==> config.mk <==
export PLATFORM = sky130hd
export DESIGN_NAME = covox_sample_fifo
export DESIGN_NICKNAME = d
export VERILOG_FILES = /design/src/rtl/covox_sample_fifo.sv
export SDC_FILE = /design/constraint.sdc
export NUM_CORES = 1
export LEC_CHECK = 0
export CORE_MARGIN = 2
export CORE_UTILIZATION = 53
export CTS_CLUSTER_SIZE = 8
export DETAILED_ROUTE_END_ITERATION = 10
export PLACE_DENSITY = 0.86
export REMOVE_ABC_BUFFERS = 1
export SLEW_MARGIN = 20
export SYNTH_ARGS = -nofsm -noshare
export SYNTH_HDL_FRONTEND = slang
export SYNTH_SLANG_ARGS = --single-unit
==> constraint.sdc <==
create_clock -name clk -period 3.1 [get_ports clk]
set_input_delay 0.465 -clock clk [delete_from_list [all_inputs] [get_ports clk]]
set_output_delay 0.465 -clock clk [all_outputs]
set_load 0.01 [all_outputs]
==> src/rtl/covox_sample_fifo.sv <==
// Sample FIFO between the CPU covox port and the sound mixer.
// CPU pushes arrive in bursts; a programmable divider pops one sample per period.
module covox_sample_fifo #(
  parameter int DEPTH_LOG2 = 4,
  parameter int DIV_W      = 16
) (
  input  logic                  clk,
  input  logic                  rst_n,
  input  logic                  wr_stb,
  input  logic [7:0]            wr_data,
  input  logic                  enable,
  input  logic                  clear,
  input  logic [DIV_W-1:0]      rate_div,
  input  logic                  clr_flags,
  output logic [7:0]            covox_din,
  output logic                  covox_wr,
  output logic [DEPTH_LOG2:0]   level,
  output logic                  full,
  output logic                  empty,
  output logic                  low_water,
  output logic                  underrun,
  output logic                  overrun
);

  localparam int                DEPTH   = 1 << DEPTH_LOG2;
  localparam logic [DEPTH_LOG2:0]   LVL_FULL = (DEPTH_LOG2+1)'(DEPTH);
  localparam logic [DEPTH_LOG2:0]   LVL_HALF = (DEPTH_LOG2+1)'(DEPTH / 2);
  localparam logic [DEPTH_LOG2:0]   LVL_ONE  = (DEPTH_LOG2+1)'(1);
  localparam logic [DEPTH_LOG2-1:0] PTR_ONE  = DEPTH_LOG2'(1);
  localparam logic [DIV_W-1:0]      CNT_ONE  = DIV_W'(1);

  logic [7:0]            mem [DEPTH];
  logic [DEPTH_LOG2-1:0] rd_ptr, wr_ptr;
  logic [DIV_W-1:0]      div_cnt;

  logic tick_p0, pop_p0, push_p0, underrun_set_p0, overrun_set_p0;

  assign full      = (level == LVL_FULL);
  assign empty     = (level == '0);
  assign low_water = (level <= LVL_HALF);

  // Stage p0: divider tick and push/pop arbitration; clear discards both
  assign tick_p0         = enable && (div_cnt == '0);
  assign pop_p0          = tick_p0 && !empty && !clear;
  assign push_p0         = wr_stb && (!full || pop_p0) && !clear;
  assign underrun_set_p0 = tick_p0 && empty && !clear;
  assign overrun_set_p0  = wr_stb && full && !pop_p0 && !clear;

  always_ff @(posedge clk or negedge rst_n) begin
    if (!rst_n) begin
      div_cnt <= '0;
    end else if (!enable || clear || div_cnt == '0) begin
      div_cnt <= rate_div;
    end else begin
      div_cnt <= div_cnt - CNT_ONE;
    end
  end

  always_ff @(posedge clk or negedge rst_n) begin
    if (!rst_n) begin
      rd_ptr <= '0;
      wr_ptr <= '0;
      level  <= '0;
    end else if (clear) begin
      rd_ptr <= '0;
      wr_ptr <= '0;
      level  <= '0;
    end else begin
      if (pop_p0)  rd_ptr <= rd_ptr + PTR_ONE;
      if (push_p0) wr_ptr <= wr_ptr + PTR_ONE;
      case ({push_p0, pop_p0})
        2'b10:   level <= level + LVL_ONE;
        2'b01:   level <= level - LVL_ONE;
        default: level <= level;
      endcase
    end
  end

  // Sample storage carries no reset; only pointers and level define validity
  always_ff @(posedge clk) begin
    if (push_p0) mem[wr_ptr] <= wr_data;
  end

  // Stage p1: registered sample and its one-cycle strobe to the mixer
  always_ff @(posedge clk or negedge rst_n) begin
    if (!rst_n) begin
      covox_din <= 8'h80;
      covox_wr  <= 1'b0;
    end else begin
      covox_wr <= pop_p0;
      if (pop_p0) covox_din <= mem[rd_ptr];
    end
  end

  // Set events take precedence over clr_flags in the same cycle
  always_ff @(posedge clk or negedge rst_n) begin
    if (!rst_n) begin
      underrun <= 1'b0;
      overrun  <= 1'b0;
    end else begin
      if (underrun_set_p0)  underrun <= 1'b1;
      else if (clr_flags)   underrun <= 1'b0;
      if (overrun_set_p0)   overrun  <= 1'b1;
      else if (clr_flags)   overrun  <= 1'b0;
    end
  end

endmodule

### Word-level counts from Yosys, hierarchy flattened

Memories as Yosys holds them, arrays and structs flattened. A register that Yosys moved wholly into a read port is not among the register bits.
Index checks and enable logic that the tools add are counted.

| word-level totals | value |
|---|---|
| memories | 1 |
| memory bits (writable) | 128 |
| bits of input ports | 30 |
| word-level logic and storage cells | 55 |
| flip-flop bits (word level) | 32 |
| output and inout bits | 19 |

| cells by class | value |
|---|---|
| $add $sub $neg | 5 |
| reduce and logical (&&, ||, !) cells | 26 |
| eq/ne operators | 3 |
| muxes and demuxes | 12 |
| $lt $le $gt $ge | 1 |

Memory list:

| memory | words | width | read ports | clocked after Yosys merged registers in | write ports | RTL line | text |
|---|---|---|---|---|---|---|---|
| mem | 16 | 8 | 1 | 1 | 1 | 32 | `logic [7:0] mem [DEPTH];` |

Operator list:

| operator | count |
|---|---|
| logical NOT 16 bit | 1 |
| 2-to-1 mux 16 bit | 1 |
| 2-to-1 mux 4 bit | 4 |
| subtractor 16 x 1 -> 16 bit, second input constant | 1 |
| logical AND 1 bit | 10 |
| one-hot mux 5 bit (2 select lines) | 1 |
| adder 4 x 1 -> 4 bit, second input constant | 2 |
| nonzero test 2 bit | 4 |
| logical NOT 1 bit | 6 |
| adder 5 x 1 -> 5 bit, second input constant | 1 |
| == test 5 bit, second input constant | 1 |
| <= comparator 5 x 4 -> 1 bit, second input constant | 1 |
| logical NOT 5 bit | 1 |
| 2-to-1 mux 1 bit | 5 |
| 2-to-1 mux 5 bit | 1 |
| subtractor 5 x 1 -> 5 bit, second input constant | 1 |
| logical OR 1 bit | 3 |
| nonzero test 3 bit | 1 |
| == test 2 x 1 -> 1 bit, second input constant | 1 |
| == test 2 bit, second input constant | 1 |

### Longest topological paths before layout

Gate-level depths: netlist of run 1.

| logic depth | value |
|---|---|
| depth after elaboration | 10 |
| gate-level depth with buffers | 13 |

### Worst setup path before layout of run 1

OpenSTA, ideal clock, no wires.

| timing | value |
|---|---|
| path type | flip-flop to flip-flop |
| from | register div_cnt[0] |
| to | register level[3] |
| arrival time | 3.017 ns |
| data required time | 2.971 ns |
| library setup time | 0.129 ns |
| buffers on the path | 0 |
| path slack | -0.046 ns |
| cell stages (with the launch flop) | 13 |
| cell sequence | dfrtp_1 > inv_1 > ha_1 > or4b_4 > nor4_4 > nand3_1 > nor3_1 > ha_1 > a21o_1 > a21oi_1 > xor2_1 > nor4_1 > a2111o_1 |

| between the ends | value |
|---|---|
| word-level cells in the longest chain between the ends | 10 |
| elaborated cells on any way between the ends | 12 |
| those cells by class | eq/ne: 2; mux: 2; reduce/logical: 8 |

Ends and longest elaborated chain:

| element | RTL line | text |
|---|---|---|
| start, declared | 34 | `logic [DIV_W-1:0] div_cnt;` |
| start signal, assigned | 53 | `div_cnt <= rate_div;` |
| start signal, assigned | 55 | `div_cnt <= div_cnt - CNT_ONE;` |
| logical NOT 16 bit (*) | 43 | `assign tick_p0 = enable && (div_cnt == '0);` |
| logical AND 1 bit (*) | 43 |  |
| logical AND 1 bit (*) (2 in a row) | 44 | `assign pop_p0 = tick_p0 && !empty && !clear;` |
| logical OR 1 bit | 45 | `assign push_p0 = wr_stb && (!full \|\| pop_p0) && !clear;` |
| logical AND 1 bit (2 in a row) | 45 |  |
| == test 2 x 1 -> 1 bit / == test 2 bit (equally long branches) | 71 | `case ({push_p0, pop_p0})` |
| one-hot mux 5 bit (2 select lines) | 71 |  |
| 2-to-1 mux 5 bit | 64 | `end else if (clear) begin` |
| end signal, assigned | 72 | `2'b10: level <= level + LVL_ONE;` |
| end signal, assigned | 73 | `2'b01: level <= level - LVL_ONE;` |
| end signal, assigned | 74 | `default: level <= level;` |
| end, declared | 17 | `output logic [DEPTH_LOG2:0] level,` |

Mark *: on every way between the ends. The rest lies on a longest branch, timed or not.
A chain may end at the register's enable or synchronous reset.

### Worst setup path in the final report of run 1

| timing | value |
|---|---|
| from | register div_cnt[6] |
| to | register level[2] |

Same word-level chain as after synthesis.

==> metrics.md, run 1 <==
| Metric | Value |
|---|---|
| Slowest stage cell on the critical path | `sky130_fd_sc_hd__or4_4` |
| Routed wire length per instance | `~22 µm` |
| Max Transition Viols Final | `0` |
| Fraction of final layout cells sized beyond drive strength 1 | `24.2%` |
| Cell type with the highest occurrence count on the critical path | `sky130_fd_sc_hd__buf_4` |
| Most used routing layer | `met2` |
| Maximum number of pins on one net before global-route repair | `slightly above 40` |
| Routability-driven placement congestion ratio | `around 0.85` |
| GRT met2 Usage | `between 30% and 40%` |
| Final antenna diode count | `0` |
| Most area-consuming cells after synthesis | `sky130_fd_sc_hd__edfxtp_1 54%, sky130_fd_sc_hd__dfrtp_1 14%, sky130_fd_sc_hd__mux4_2 10%` |
| Routed Antenna Nets | `0` |
| Count of H-tree levels built during CTS | `4` |
| Antenna violations before repair | `0` |
| Global-route congestion overflow total | `0` |
| Simple-gate share of the synthesized area | `roughly 8.8%` |
| Arrival time of the worst setup path | `3.54 ns` |
| Run status | `finished with violations` |
| Post-layout nets | `593` |
| Synthesized-area fraction occupied by adder cells | `just over 2%` |
| Worst Path Buf+Inv | `3` |
| GRT met1 Usage | `between 20% and 30%` |
| CP endpoint kind | `register` |
| Area Overhead vs Synth | `21.4%` |
| Reg2Reg Setup Slack | `-0.09 ns` |
| Flops & latches, synth | `between 150 and 200` |
| Worst path cell trace | `or4_4 -> nor4_4 -> nand3_2 -> nor3_2 -> buf_4 -> inv_1 -> fa_1 -> buf_4 -> xor2_2 -> nor4_1 -> a311o_1` |
| Post-route core utilization | `65.7%` |
| First-pass GRT wire length | `roughly 25000 µm` |
| Clock tree from TritonCTS | `built` |
| Actual transition at the worst max-transition pin | `0.981 ns` |
| Horiz. Die Dim | `approximately 120 µm` |
| Period utilisation layout | `103%` |
| Routed via count divided by cell count | `around 6.1` |
| Number of design-rule violations left by the first detailed-router iteration | `slightly below 500` |
| Post-Syn Area | `just over 7000 µm²` |
| Largest fanout on the critical path | `4` |
| Number of enable-type register cells in the synthesized netlist | `128` |
| Worst Skew | `slightly above 0.008 ns` |
| Unrepaired setup endpoints after global routing | `yes` |
| Violated checks | `negative setup slack` |
| Start-to-end type of the worst setup path | `reg -> reg` |
| Max IR drop VDD | `0.464 mV` |
| Initial core utilization | `a little over half` |
| DIE AREA | `~14000 µm²` |
| Sequential share of the synthesized area | `between 60 and 70%` |
| CP Data Required Time | `3.45 ns` |
| Clock latency on the worst-skew pair | `roughly 0.42 ns` |
| Total negative slack | `-0.0881 ns` |
| Number of DRC violations after detailed routing | `0` |
| Peak clock frequency supported by timing | `0.314 GHz` |
| Delay contributed by the slowest stage of the critical path | `roughly 0.54 ns` |
| Core Footprint | `13200 µm²` |
| R2r endpoint | `level[2]$_DFFE_PN0P_` |
| Setup Viol. Count Final | `1` |
| Startpoint of the worst-slack reg-to-reg timing path | `div_cnt[6]$_DFF_PN0_` |
| Reg clk slew, reported paths | `approximately 0.07 ns` |
| Routed wire length | `around 16000 µm` |
| Most used flip-flop cell after synthesis | `sky130_fd_sc_hd__edfxtp_1` |
| HPWL after DPL | `slightly below 10000 µm` |
| Number of hold buffers added after cts | `0` |
| Total Routing Usage GR | `between 20% and 30%` |
| Total clock sinks | `roughly 170` |
| Total iterations of the first detailed-routing run | `5` |
| Number of warning messages in the yosys log | `0` |
| Xor and xnor area share after synthesis | `under 10%` |
| IO buf count | `48` |
| Main combinational cell family by area after synthesis | `multiplexers` |
| Max cap viols | `0` |
| Number of standard-cell rows in the floorplan | `42` |
| Biggest area consumer among synthesized cells | `sky130_fd_sc_hd__edfxtp_1` |
| Fraction of synthesized area in multiplexers | `11.6%` |
| Reg2reg path depth | `11` |
| Most common library cell in the layout ignoring fill and taps | `sky130_fd_sc_hd__edfxtp_1` |
| Gate count after technology mapping | `462` |
| P per Cell Area | `roughly 540 nW/µm²` |
| Synth Area in Compound Gates | `5.47%` |
| Type of element launching the critical path | `register` |
| Slack of the critical path | `-0.0881 ns` |
| Proportion of synthesized flip-flops having asynchronous set or reset | `23.8%` |
| Final Hold Fails | `0` |
| Leakage power total | `around 3.1 nW` |
| Distinct cells, synth | `between 50 and 60` |
| Per-instance average area after synthesis | `between 15 and 20 µm²` |
| Number of vias after detailed routing | `~4500` |
| Cell type group with the largest total delay on the critical path | `simple AND/OR/NAND/NOR gates` |
| Most used cells in the layout excluding fill and tap cells | `128 x sky130_fd_sc_hd__edfxtp_1, 47 x sky130_fd_sc_hd__clkdlybuf4s50_1, 45 x sky130_fd_sc_hd__buf_4` |
| Minimum period implied by the final worst setup slack | `approximately 3.2 ns` |
| Hold Path Class | `in -> async` |
| Number of global-route vias before repair | `about 4600` |
| Met3 capacity usage during global routing | `4.72%` |
| Portion of synthesized cell area occupied by the leading cell type | `a little over half` |
| IO Pins | `49` |
| Max-slew headroom at the worst pin | `between 30 and 40%` |
| Bufs on Longest Clock Path | `2` |
| Cts bufs inserted | `17` |
| Die height | `120 µm` |
| Buffer cell driving the clock tree root | `sky130_fd_sc_hd__clkbuf_16` |
## per-stage QoR
stage | instance area [µm²] | worst slack [ns] | hold WS (ns) | instances | power [mW]
5_1_grt | 8700 | -0.148 | 0.274 | 741 | 4.83
2_1_floorplan | 7070 | -0.0457 | 0.169 | 439 | 2.64
3_5_place_dp | 8070 | -0.0844 | 0.495 | 702 | 2.79
4_1_cts | 8630 | 0.0216 | 0.215 | 736 | 4.71
3_3_place_gp | 8070 | 0.0157 | 0.477 | 702 | 2.77
6_report | 8700 | -0.0881 | 0.192 | 741 | 4.71
## cell usage after synthesis, types with 9 or more instances
| cell type | number |
|---|---|
| sky130_fd_sc_hd__inv_1 | 14 |
| sky130_fd_sc_hd__o21ai_0 | 18 |
| sky130_fd_sc_hd__mux2_2 | 9 |
| sky130_fd_sc_hd__edfxtp_1 | 128 |
| sky130_fd_sc_hd__a22oi_1 | 16 |
| sky130_fd_sc_hd__nor2_1 | 31 |
| sky130_fd_sc_hd__mux4_2 | 32 |
| sky130_fd_sc_hd__xnor2_1 | 16 |
| sky130_fd_sc_hd__nor4_1 | 9 |
| sky130_fd_sc_hd__clkbuf_1 | 13 |
| sky130_fd_sc_hd__a21oi_1 | 9 |
| sky130_fd_sc_hd__nand2_1 | 38 |
| sky130_fd_sc_hd__ha_1 | 10 |
| sky130_fd_sc_hd__or3_1 | 10 |
| sky130_fd_sc_hd__dfrtp_1 | 39 |
## logic make-up after synthesis
logic type / count (synthesis)
flip-flops: 168
AND/OR/NAND/NOR: 125
AO/OA/AOI/OAI: 60
multiplexers: 42
buffers and inverters: 37
XOR/XNOR: 19
adder cells (fa/ha/maj): 11
## power breakdown
group	switching (mW)	total [mW]	internal, mW
Clock	0.883	1.94	1.06
Combinational	0.158	0.277	0.119
Sequential	0.0259	2.49	2.46
## per-layer routing
| layer | up-vias | routed length [µm] |
|---|---|---|
| met1 | 2286 | 6180 |
| met2 | 241 | 8540 |
| met5 | - | 0 |
| li1 | 1950 | - |
| met3 | 51 | 1160 |
| met4 | 0 | 594 |
## registers in the layout (all words and copies together), names as in the netlist
| signal | cells |
|---|---|
| rd_ptr | 4 |
| overrun | 1 |
| covox_wr | 1 |
| underrun | 1 |
| mem | 128 |
| div_cnt | 16 |
| covox_din | 8 |
| wr_ptr | 4 |
| level | 5 |
## worst max path at each step
stage / startpoint / end / slack [ns] / cells after the start
after floorplan: div_cnt[0]$_DFF_PN0_ / level[3]$_DFFE_PN0P_ / -0.05 / 12
after detailed placement: div_cnt[0]$_DFF_PN0_ / level[3]$_DFFE_PN0P_ / -0.08 / 13
after CTS: div_cnt[0]$_DFF_PN0_ / level[3]$_DFFE_PN0P_ / 0.02 / 13
after global routing: div_cnt[0]$_DFF_PN0_ / level[3]$_DFFE_PN0P_ / -0.15 / 13
final: div_cnt[6]$_DFF_PN0_ / level[2]$_DFFE_PN0P_ / -0.09 / 11
after global placement: div_cnt[0]$_DFF_PN0_ / level[3]$_DFFE_PN0P_ / 0.02 / 13
## timing repair
| action | in CTS | in global routing |
|---|---|---|
| setup buffers | 2 | 5 |
| pin swaps | 2 | 0 |
| endpoints found under the setup margin | 3 | 3 |
| gates resized for setup | 2 | 8 |
## area by class of cell
cell class	count	area, µm²
multi-input cells	257	2210
flip-flops and latches	168	4850
repair buffers	94	833
clock buffers	20	447
well taps	176	220
fillers	859	4540
inverters	14	52.6
clock inverters	12	91.3
(Power assumes the default switching activity.)
==> run 2, diff against run 1 <==
--- a/config.mk
+++ b/config.mk
@@ -6,10 +6,11 @@
 export NUM_CORES = 1
 export LEC_CHECK = 0
 export CORE_MARGIN = 2
-export CORE_UTILIZATION = 53
+export CORE_UTILIZATION = 57
 export CTS_CLUSTER_SIZE = 8
 export DETAILED_ROUTE_END_ITERATION = 10
-export PLACE_DENSITY = 0.86
+export DONT_BUFFER_PORTS = 1
+export PLACE_DENSITY = 0.85
 export REMOVE_ABC_BUFFERS = 1
 export SLEW_MARGIN = 20
 export SYNTH_ARGS = -nofsm -noshare
==> run 2 against run 1 <==
  * The run still ends with negative setup slack left
  * Global-route usage grew 1.6 points
  * Cell count down 9.0%
  * Sequential power barely moved
  * Maximum frequency fell by 0.40%
  * Die area decreased by 6.8%
  * Hold slack got worse by 0.091 ns
  * Routed wire length fell by 4.4%
  * Core utilization is 1.7 points higher
  * Sequential share of layout area increased by 3.5 points
  * Via count is 4.2% lower
  * Non-clock buffer count down 59
  * Flip-flop and latch count unchanged
  * Critical endpoint is now level[3]$_DFFE_PN0P_
==> metrics.md, run 2 (synthesis results as in run 1) <==
| Metric | Value |
|---|---|
| Post-layout nets | `534 (was 593)` |
| Routed via count divided by cell count | `6.44 (was 6.11)` |
| Total Routing Usage GR | `24.7% (was 23.1%)` |
| Delay contributed by the slowest stage of the critical path | `0.54 ns (about the same)` |
| CP endpoint kind | `register (unchanged)` |
| Largest register FFs | `128 (unchanged)` |
| Clock latency on the worst-skew pair | `0.43 ns (was 0.42 ns)` |
| Violated checks | `negative setup slack (unchanged)` |
| Max cap viols | `0 (unchanged)` |
| Run status | `finished with violations (unchanged)` |
| Routability-driven placement congestion ratio | `0.874 (was 0.853)` |
| Number of design-rule violations left by the first detailed-router iteration | `557 (was 493)` |
| Arrival time of the worst setup path | `3.50 ns (was 3.54 ns)` |
| P per Cell Area | `583 nW/µm² (was 541 nW/µm²)` |
| Initial core utilization | `58.9% (was 54.1%)` |
| Area Overhead vs Synth | `14.3% (was 21.4%)` |
| Hold Path Class | `in -> reg (was in -> async)` |
| Internal power | `3.75 mW (was 3.64 mW)` |
| Core Footprint | `12200 µm² (was 13200 µm²)` |
| Routed wire length | `15700 µm (was 16500 µm)` |
| Sequential cell fraction of total power | `52.1% (was 52.9%)` |
| Peak clock frequency supported by timing | `0.312 GHz (was 0.314 GHz)` |
| Total negative slack | `-0.101 ns (was -0.0881 ns)` |
| Minimum period implied by the final worst setup slack | `3.20 ns (was 3.19 ns)` |
| Reg clk slew, reported paths | `0.07 ns (about the same)` |
| Switching Fraction | `21.5% (was 22.7%)` |
| Antenna violations before repair | `0 (unchanged)` |
| Total clock sinks | `168 (unchanged)` |
| IO Pins | `49 (unchanged)` |
| Setup Viol. Count Final | `1 (unchanged)` |
| Number of DRC violations after detailed routing | `0 (unchanged)` |
| Proportion of power drawn by the clock network | `44.0% (was 41.2%)` |
| Actual transition at the worst max-transition pin | `0.968 ns (was 0.981 ns)` |
| Bufs on Longest Clock Path | `2 (unchanged)` |
| Largest reg by FF count | `mem (unchanged)` |
| Hold slack | `0.101 ns (was 0.192 ns)` |
| Routed wire length per instance | `23.3 µm (was 22.2 µm)` |
| Cells after DPL | `640 (was 702)` |
| Sw Pwr | `1.03 mW (was 1.07 mW)` |
| Max Transition Viols Final | `0 (unchanged)` |
| Max-slew headroom at the worst pin | `35.4% (was 34.6%)` |
| Count of H-tree levels built during CTS | `4 (unchanged)` |
| Fraction of final layout cells sized beyond drive strength 1 | `24.3% (was 24.2%)` |
| Clock tree from TritonCTS | `built (unchanged)` |
| Start-to-end type of the worst setup path | `reg -> reg (unchanged)` |
| Number of vias after detailed routing | `4338 (was 4528)` |
| Largest fanout on the critical path | `4 (unchanged)` |
| First-pass GRT wire length | `24000 µm (was 24700 µm)` |
| Slack of the critical path | `-0.101 ns (was -0.0881 ns)` |
| Die height | `116 µm (was 120 µm)` |
| Cts bufs inserted | `17 (unchanged)` |
| Slowest stage cell on the critical path | `sky130_fd_sc_hd__or4_4 (unchanged)` |
| IO buf count | `0 (was 48)` |
| Setup slack after placement | `-0.219 ns (was -0.0844 ns)` |
| Number of global-route vias before repair | `4282 (was 4625)` |
| Worst Path Buf+Inv | `0 (was 3)` |
| Final Hold Fails | `0 (unchanged)` |
| HPWL after DPL | `9430 µm (was 9670 µm)` |
| Top Registers | `mem (128), div_cnt (16), covox_din (8) (unchanged)` |
| Max IR drop VDD | `0.399 mV (was 0.464 mV)` |
| Worst path cell trace | `or4_4 -> nor4_4 -> nand3_2 -> nor3_4 -> ha_1 -> a21o_1 -> a21oi_2 -> xor2_1 -> nor4_1 -> a2111o_1 (was or4_4 -> nor4_4 -> nand3_2 -> nor3_2 -> buf_4 -> inv_1 -> fa_1 -> buf_4 -> xor2_2 -> nor4_1 -> a311o_1)` |
| Unrepaired setup endpoints after global routing | `yes (unchanged)` |
| Non-filler instance count after layout | `674 (was 741)` |
| Cell type group with the largest total delay on the critical path | `simple AND/OR/NAND/NOR gates (unchanged)` |
| Total iterations of the first detailed-routing run | `5 (unchanged)` |
| Leakage power total | `2.89 nW (was 3.09 nW)` |
| Number of standard-cell rows in the floorplan | `40 (was 42)` |
| Period utilisation layout | `103% (about the same)` |
| Most used cells in the layout excluding fill and tap cells | `128 x sky130_fd_sc_hd__edfxtp_1, 38 x sky130_fd_sc_hd__nand2_1, 38 x sky130_fd_sc_hd__dfrtp_1 (was 128 x sky130_fd_sc_hd__edfxtp_1, 47 x sky130_fd_sc_hd__clkdlybuf4s50_1, 45 x sky130_fd_sc_hd__buf_4)` |
| Horiz. Die Dim | `116 µm (was 120 µm)` |
| DIE AREA | `13500 µm² (was 14500 µm²)` |
| Combinational cell fraction of total power | `3.9% (was 5.9%)` |
| Maximum number of pins on one net before global-route repair | `41 (unchanged)` |
| Buffer cell driving the clock tree root | `sky130_fd_sc_hd__clkbuf_16 (unchanged)` |
| Final antenna diode count | `0 (unchanged)` |
| Global-route congestion overflow total | `0 (unchanged)` |
| CP Data Required Time | `3.40 ns (was 3.45 ns)` |
| Worst Skew | `0.00877 ns (was 0.00821 ns)` |
| Type of element launching the critical path | `register (unchanged)` |
| Most common library cell in the layout ignoring fill and taps | `sky130_fd_sc_hd__edfxtp_1 (unchanged)` |
| Routed Antenna Nets | `0 (unchanged)` |
## run 2: cell types whose count changed in the layout (fill, tap and decap cells not counted), moves of 2 or more
cell	delta
sky130_fd_sc_hd__clkinv_4	+2
sky130_fd_sc_hd__xor2_2	-2
sky130_fd_sc_hd__bufinv_16	+2
sky130_fd_sc_hd__clkdlybuf4s50_1	-47
sky130_fd_sc_hd__clkinvlp_4	-2
sky130_fd_sc_hd__buf_4	-13
sky130_fd_sc_hd__xor2_1	+2
## run 2: cell type report
class / count / area [µm²]
inverters: 14 / 52.6
repair buffers: 35 / 290
clock inverters: 14 / 160
clock buffers: 18 / 429
fillers: 741 / 3970
flip-flops and latches: 168 / 4850
multi-input cells: 257 / 2200
well taps: 168 / 210
## run 2: timing repair
item,in CTS,in global routing
endpoints found under the hold margin,40,0
buffers inserted,0,0
hold buffers,2,0
gates resized for setup,3,6
pin swaps,1,1
setup endpoints to repair,3,2
## run 2: metal layers
| metal | vias to the layer above | global-route usage [%] | share of wire, % |
|---|---|---|---|
| li1 | 1846 | - | - |
| met1 | 2169 | 33.8 | 38 |
| met2 | 265 | 39.6 | 50 |
| met3 | 58 | 5.24 | 8.3 |
| met4 | 0 | 10.0 | 3.6 |
| met5 | - | 0 | 0 |
## run 2: stage by stage
step	power (mW)	utilization [%]	instance area [µm²]
floorplan	2.64	-	7070
global placement	2.69	62.0	7540
detailed placement	2.70	62.0	7540
CTS	4.79	67.2	8180
global route	4.90	67.4	8190
finish	4.78	67.4	8190
## run 2: path summary, 6_finish.rpt
path	cells after the start	end	start	slack, ns
setup / recovery	10	level[3]$_DFFE_PN0P_	div_cnt[6]$_DFF_PN0_	-0.10
hold / removal	1	wr_ptr[1]$_DFFE_PN0P_	clear	0.10
setup reg to reg	10	level[3]$_DFFE_PN0P_	div_cnt[6]$_DFF_PN0_	-0.10
hold reg to reg	2	underrun$_DFFE_PN0P_	underrun$_DFFE_PN0P_	0.57
max in group asynchronous	2	covox_din[7]$_DFFE_PN1P_	rst_n	2.32
min in group asynchronous	2	covox_wr$_DFF_PN0_	rst_n	0.51
## run 2: power by group through the flow
| stage | registers [mW] | logic (mW) | clock network (mW) |
|---|---|---|---|
| 6_report | 2.49 | 0.188 | 2.10 |
| 4_1_cts | 2.49 | 0.186 | 2.12 |
| 3_5_place_dp | 2.53 | 0.167 | 0 |
| 2_1_floorplan | 2.53 | 0.109 | 0 |
| 5_1_grt | 2.49 | 0.209 | 2.20 |
| 3_3_place_gp | 2.53 | 0.159 | 0 |
